## config.mk

```make
export PLATFORM = sky130hd
export DESIGN_NAME = game_flow_controller
export DESIGN_NICKNAME = d
export VERILOG_FILES = /design/src/rtl/game_pkg.sv /design/src/rtl/frame_ticker.sv /design/src/rtl/game_flow_controller.sv
export SDC_FILE = /design/constraint.sdc
export NUM_CORES = 1
export LEC_CHECK = 0
export ABC_CLOCK_PERIOD_IN_PS = 3800
export BUFFER_PORTS_ARGS = -buffer_cell sky130_fd_sc_hd__buf_2
export CAP_MARGIN = 20
export CORE_AREA = 2 2 122 124
export CTS_BUF_LIST = sky130_fd_sc_hd__clkbuf_2
export DETAILED_ROUTE_END_ITERATION = 16
export DIE_AREA = 0 0 124 126
export PLACE_DENSITY = 0.46
export SYNTH_ARGS = -nofsm -noshare
export SYNTH_HDL_FRONTEND = slang
export SYNTH_SLANG_ARGS = --single-unit
```

## constraint.sdc

```tcl
create_clock -name clk -period 3.8 [get_ports clk]
set_input_delay 0.57 -clock clk [delete_from_list [all_inputs] [get_ports clk]]
set_output_delay 0.57 -clock clk [all_outputs]
set_load 0.02 [all_outputs]
```

## src/rtl/game_pkg.sv

```systemverilog
// Shared types and constants for the Doodle Jump game sequencer.
package game_pkg;

    typedef enum logic [2:0] {
        IDLE  = 3'd0,
        PLAY  = 3'd1,
        PAUSE = 3'd2,
        DYING = 3'd3,
        OVER  = 3'd4
    } game_state_t;

    localparam int LIVES_W          = 4;
    localparam int SCREEN_H_DEFAULT = 600;

endpackage

```

## src/rtl/frame_ticker.sv

```systemverilog
// Per-frame update pulse, taken either from a clock divider or from the
// falling edge of the active-low VGA vertical sync.
module frame_ticker #(
    parameter int CLK      = 50000000,
    parameter int FPS      = 50,
    parameter int TICK_SRC = 0
) (
    input  logic clk,
    input  logic rst,
    input  logic vsync,
    output logic frame_tick
);

    localparam int DIV   = (CLK / FPS < 1) ? 1 : CLK / FPS;
    localparam int CNT_W = (DIV > 1) ? $clog2(DIV) : 1;
    localparam logic [CNT_W-1:0] CNT_LAST = CNT_W'(DIV - 1);

    logic [CNT_W-1:0] cnt;
    logic [CNT_W-1:0] cnt_next;
    logic             vsync_q;
    logic             vsync_qq;
    logic             tick_next;

    // The divider pulse is registered, so it is raised for the cycle in which
    // the counter sits at its last value.
    always_comb begin
        cnt_next = (cnt == CNT_LAST) ? '0 : cnt + 1'b1;
        if (TICK_SRC == 1) begin
            tick_next = vsync_qq & ~vsync_q;
        end else begin
            tick_next = (cnt_next == CNT_LAST);
        end
    end

    always_ff @(posedge clk) begin
        if (rst) begin
            cnt        <= '0;
            vsync_q    <= 1'b0;
            vsync_qq   <= 1'b0;
            frame_tick <= 1'b0;
        end else begin
            cnt        <= (TICK_SRC == 1) ? '0 : cnt_next;
            vsync_q    <= vsync;
            vsync_qq   <= vsync_q;
            frame_tick <= tick_next;
        end
    end

endmodule

```

## src/rtl/game_flow_controller.sv

```systemverilog
// Central game sequencer: frame tick, game-state machine, lives, score and
// high score for the Doodle Jump VGA design.
module game_flow_controller
    import game_pkg::*;
#(
    parameter int CLK          = 50000000,
    parameter int FPS          = 50,
    parameter int TICK_SRC     = 0,
    parameter int LIVES        = 3,
    parameter int SCORE_W      = 20,
    parameter int DEATH_FRAMES = 25,
    parameter int SCREEN_H     = SCREEN_H_DEFAULT
) (
    input  logic               clk,
    input  logic               rst,
    input  logic               vsync,
    input  logic               button_left,
    input  logic               button_right,
    input  logic [9:0]         doodle_y,
    input  logic [9:0]         scroll_delta,
    input  logic               scroll_valid,
    output logic               frame_tick,
    output game_state_t        game_state,
    output logic [LIVES_W-1:0] lives,
    output logic [SCORE_W-1:0] score,
    output logic [SCORE_W-1:0] high_score,
    output logic               world_freeze,
    output logic               respawn
);

    localparam int DEATH_W = (DEATH_FRAMES > 0) ? $clog2(DEATH_FRAMES + 1) : 1;
    localparam int SUM_W   = ((SCORE_W > 10) ? SCORE_W : 10) + 1;
    localparam logic [SUM_W-1:0] SCORE_MAX  = {{(SUM_W - SCORE_W){1'b0}}, {SCORE_W{1'b1}}};
    localparam logic [9:0]       FALL_LIMIT = 10'(SCREEN_H);

    game_state_t        state_next;
    logic [LIVES_W-1:0] lives_next;
    logic [SCORE_W-1:0] score_next;
    logic [SCORE_W-1:0] high_next;
    logic               respawn_next;
    logic [DEATH_W-1:0] death_cnt;
    logic [DEATH_W-1:0] death_next;
    logic               combo_q;
    logic               combo_edge;
    logic [SUM_W-1:0]   score_sum;

    frame_ticker #(
        .CLK      (CLK),
        .FPS      (FPS),
        .TICK_SRC (TICK_SRC)
    ) u_ticker (
        .clk        (clk),
        .rst        (rst),
        .vsync      (vsync),
        .frame_tick (frame_tick)
    );

    assign combo_edge   = button_left & button_right & ~combo_q;
    assign score_sum    = SUM_W'(score) + SUM_W'(scroll_delta);
    assign world_freeze = (game_state != PLAY);

    always_comb begin
        state_next   = game_state;
        lives_next   = lives;
        score_next   = score;
        high_next    = high_score;
        respawn_next = 1'b0;
        death_next   = death_cnt;

        case (game_state)
            IDLE: begin
                if (combo_edge) begin
                    lives_next   = LIVES_W'(LIVES);
                    score_next   = '0;
                    respawn_next = 1'b1;
                    state_next   = PLAY;
                end
            end
            PLAY: begin
                if (scroll_valid) begin
                    score_next = (score_sum > SCORE_MAX) ? {SCORE_W{1'b1}}
                                                         : score_sum[SCORE_W-1:0];
                end
                // A fall wins over a pause request arriving in the same cycle.
                if (doodle_y > FALL_LIMIT) begin
                    death_next = DEATH_W'(DEATH_FRAMES);
                    state_next = DYING;
                end else if (combo_edge) begin
                    state_next = PAUSE;
                end
            end
            PAUSE: begin
                if (combo_edge) begin
                    state_next = PLAY;
                end
            end
            DYING: begin
                if (death_cnt == '0) begin
                    if (lives > LIVES_W'(1)) begin
                        lives_next   = lives - 1'b1;
                        respawn_next = 1'b1;
                        state_next   = PLAY;
                    end else begin
                        lives_next = '0;
                        if (score > high_score) begin
                            high_next = score;
                        end
                        state_next = OVER;
                    end
                end else if (frame_tick) begin
                    death_next = death_cnt - 1'b1;
                end
            end
            OVER: begin
                if (combo_edge) begin
                    state_next = IDLE;
                end
            end
            default: begin
                state_next = IDLE;
            end
        endcase
    end

    always_ff @(posedge clk) begin
        if (rst) begin
            game_state <= IDLE;
            lives      <= '0;
            score      <= '0;
            high_score <= '0;
            respawn    <= 1'b0;
            death_cnt  <= '0;
            combo_q    <= 1'b0;
        end else begin
            game_state <= state_next;
            lives      <= lives_next;
            score      <= score_next;
            high_score <= high_next;
            respawn    <= respawn_next;
            death_cnt  <= death_next;
            combo_q    <= button_left & button_right;
        end
    end

endmodule

```

==> results.toml <==
[flow_run]
drv.max_cap_violation_count = 0

[cells_and_area]
drive_above_1_share_pct = 17.6
areaGrowthSynthToFinish_pct = 13.9
antenna-diode-count = 0
finalNetCount = 641
area.sequential_mm2 = 0.00150
nFillCells = 1540
multi_input_comb_area_mm2 = 0.00261
most_used_cells_in_the_layout_excluding_fill_and_tap_cells = "sky130_fd_sc_hd__dfxtp_1, sky130_fd_sc_hd__buf_2, sky130_fd_sc_hd__nor2_1"
layout.cells.most_common = "sky130_fd_sc_hd__dfxtp_1"

[place]
gp_congestion = 0.813
portBuffers = 74
dp_hpwl_um = 8350
placement.setup.worst_slack_ns = 0.941

[grt]
groute.usage.overall_pct = 14.7
maximum_number_of_pins_on_one_net_before_global_route_repair = 43
first_pass_grt_wire_length_um = 18300
antenna_violations_before_repair = 0
first_global_vias = 3732
grt.overflow.total = 0

[worst_hold_path]
worstHoldPathType = "primary input to flop"

[synth]
yosysWarningCount = 0
synthCells = 511
yosysSeqAreaShare_pct = 34.3
share_of_flip_flops_with_an_asynchronous_set_or_reset_after_synthesis_pct = 0
ys.flop_type = "sky130_fd_sc_hd__dfxtp_1"
synth_nets = 572
post_synth_num_cell_types = 60
mappedNetlistArea_mm2 = 0.00437
synth_edf_count = 0
synth_seq_cells = 75
synth.avg_cell_area_um2 = 8.56

[routing]
firstDrtPassIters = 4
detail_route.vias_per_cell = 5.11
routed-via-count = 3933
finalWirelength_um = 11300
drtAntennaViolNets = 0
drt_iter0_drc = 152
drt_wl_cell_um = 14.7
drc_errors = 0

[floorplan]
pin_count = 76
standard_cell_core_area_mm2 = 0.0143
floorplan.die.height_um = 126
std_cell_rows = 44
chip_width_um = 124
floorplan.initialDensity_pct = 30.6
fp.dieArea_mm2 = 0.0156

[clocking]
htree_levels = 3
cts.root.buffer_cell = "sky130_fd_sc_hd__clkbuf_2"
postCtsSetupBuffers = 0
clock_pin_transition_on_the_worst_setup_and_hold_timing_paths_ns = 0.21
numClockSinks = 75
clock_path_buffers = 2
clk-insertion-delay-late_ns = 0.54
postCtsHoldBufs = 0
tritoncts_clock_tree = "done"
cts_repair_resizes = 0
tritoncts.num_buffers = 9

[power_and_ir_drop]
power_report.internal_total_uw = 1040
power.ir.vdd_worst_v = 0.000155
p_seq_share_pct = 54.9
p_sw_share_pct = 31.1
total_switching_power_uw = 469
pwr_density_cell_mw_per_mm2 = 303
combPwrFrac_pct = 15.9
static-leakage-power_uw = 0.00195
clock_power_share_pct = 29.2

[sta]
worst_slew_margin_rel_pct = 38.2
grt_setup_unrepaired = "no"
post-route-period-util_pct = 73.4
fmaxAchievable_mhz = 359
final.setup.worst_slack_ns = 1.01
worstMarginPinSlew_ns = 0.926
fin_tns_setup_ns = 0
final.min_clock_period_ns = 2.79
worst_clock_skew_ns = 0.0146
finalHoldViolCount = 0
total_of_endpoints_with_negative_setup_slack_in_the_final_report = 0
drv_slew = 0

[setup_path]
cp-start-kind = "flop"
critical_path.endpoint_type = "flop"
worstPathRequired_ns = 4.29
crit_path_top_delay_cell = "sky130_fd_sc_hd__nor3_4"
critical_path.max_stage_delay_ns = 0.63
critical_path.max_fanout = 18
cp_cell_sequence = "ha_1, nand4_1, nor4_1, o21ai_1, and4_1, nor3_4, a22o_1"
critical-path-top-delay-family = "simple AND/OR/NAND/NOR gates"
worstPathBufferInverterCount = 0
worst_ep_arrival_time_ns = 3.28
path_class = "flop to flop"

[status]
outcome = "complete, no violations"
==> final timing paths <==
path,startpoint,end,slack (ns),cells after the start
setup reg to reg,score[17],high_score[4],1.01,7
setup / recovery,score[17],high_score[4],1.01,7
hold / removal,button_right,combo_q,0.26,3
hold reg to reg,death_cnt[4],death_cnt[4],0.49,2
==> per-layer routing <==
metal  track usage, %  vias up  wire length (um)
met2             24.6       77              5390
li1                 -     2002                 -
met4             3.24        0               110
met1             19.1     1845              5260
met3             3.76        9               519
met5                0        -                 0
==> registers in the layout, indices dropped and copies added (netlist names), 3 cells and up <==
signal and cells:
score 20, lives 4, death_cnt 5, game_state 3
high_score 20, u_ticker.cnt 20
==> synth_stat cells, drive strengths merged (2+ instances only) <==
| cell | count | area (um2) |
|---|---|---|
| a211o | 2 | 17.5 |
| a211oi | 19 | 143 |
| a21o | 4 | 30.0 |
| a21oi | 36 | 180 |
| a22o | 18 | 158 |
| a311o | 2 | 20.0 |
| a31oi | 7 | 43.8 |
| a41oi | 3 | 45.1 |
| and2 | 3 | 21.3 |
| and3 | 5 | 31.3 |
| and4 | 5 | 43.8 |
| buf | 8 | 75.1 |
| clkbuf | 10 | 37.5 |
| dfxtp | 75 | 1500 |
| ha | 34 | 425 |
| inv | 39 | 146 |
| mux2i | 5 | 50.1 |
| nand2 | 30 | 113 |
| nand2b | 5 | 31.3 |
| nand3 | 21 | 110 |
| nand3b | 7 | 52.6 |
| nand4 | 14 | 87.6 |
| nor2 | 49 | 194 |
| nor2b | 4 | 25.0 |
| nor3 | 20 | 128 |
| nor4 | 6 | 37.5 |
| nor4b | 2 | 17.5 |
| o211ai | 9 | 67.6 |
| o21ai | 17 | 85.1 |
| o31ai | 2 | 15.0 |
| or2 | 2 | 12.5 |
| or3 | 5 | 31.3 |
| xnor2 | 15 | 131 |
| xor2 | 13 | 114 |
==> power groups by stage <==
| stage | Clock, uW | Combinational, uW | Sequential [uW] |
|---|---|---|---|
| after global routing | 493 | 270 | 833 |
| after detailed placement | 0 | 242 | 844 |
| after floorplan | 0 | 169 | 847 |
| final | 440 | 240 | 828 |
| after global placement | 0 | 239 | 844 |
| after CTS | 460 | 243 | 829 |
==> per-stage QoR <==
stage	instances	total power (uW)	hold WS (ns)	instance area, um2	util, %
after global placement	753	1080	0.457	4880	34.1
after CTS	769	1530	0.219	4980	34.8
final	769	1510	0.256	4980	34.8
after global routing	769	1590	0.214	4980	34.8
after detailed placement	753	1090	0.462	4880	34.1
after floorplan	511	1020	0.445	4370	-
==> cells by family after synthesis <==
group                      count (synthesis)  synth area share, %
AOI/OAI and AO/OA                        129                 20.5
xor gates and xnor gates                  28                 5.61
adders and majority gates                 35                 10.2
buffers and inverters                     57                 5.92
DFF                                       75                 34.3
muxes                                      5                 1.14
and+or+nand+nor                          182                 22.3
==> tightest hold or removal path: stages <==
cell and delay [ns]:
sky130_fd_sc_hd__buf_2 0.11, sky130_fd_sc_hd__nand2_1 0.07, sky130_fd_sc_hd__nor2_1 0.04
==> layout make-up <==
cell class	count	share of cell area [%]
clock inverters	7	1.18
repair buffers	76	7.74
multi-input cells	379	52.5
inverters	39	2.94
flip-flops and latches	75	30.2
well taps	184	4.62
clock buffers	9	0.905
(Power assumes the default switching activity.)
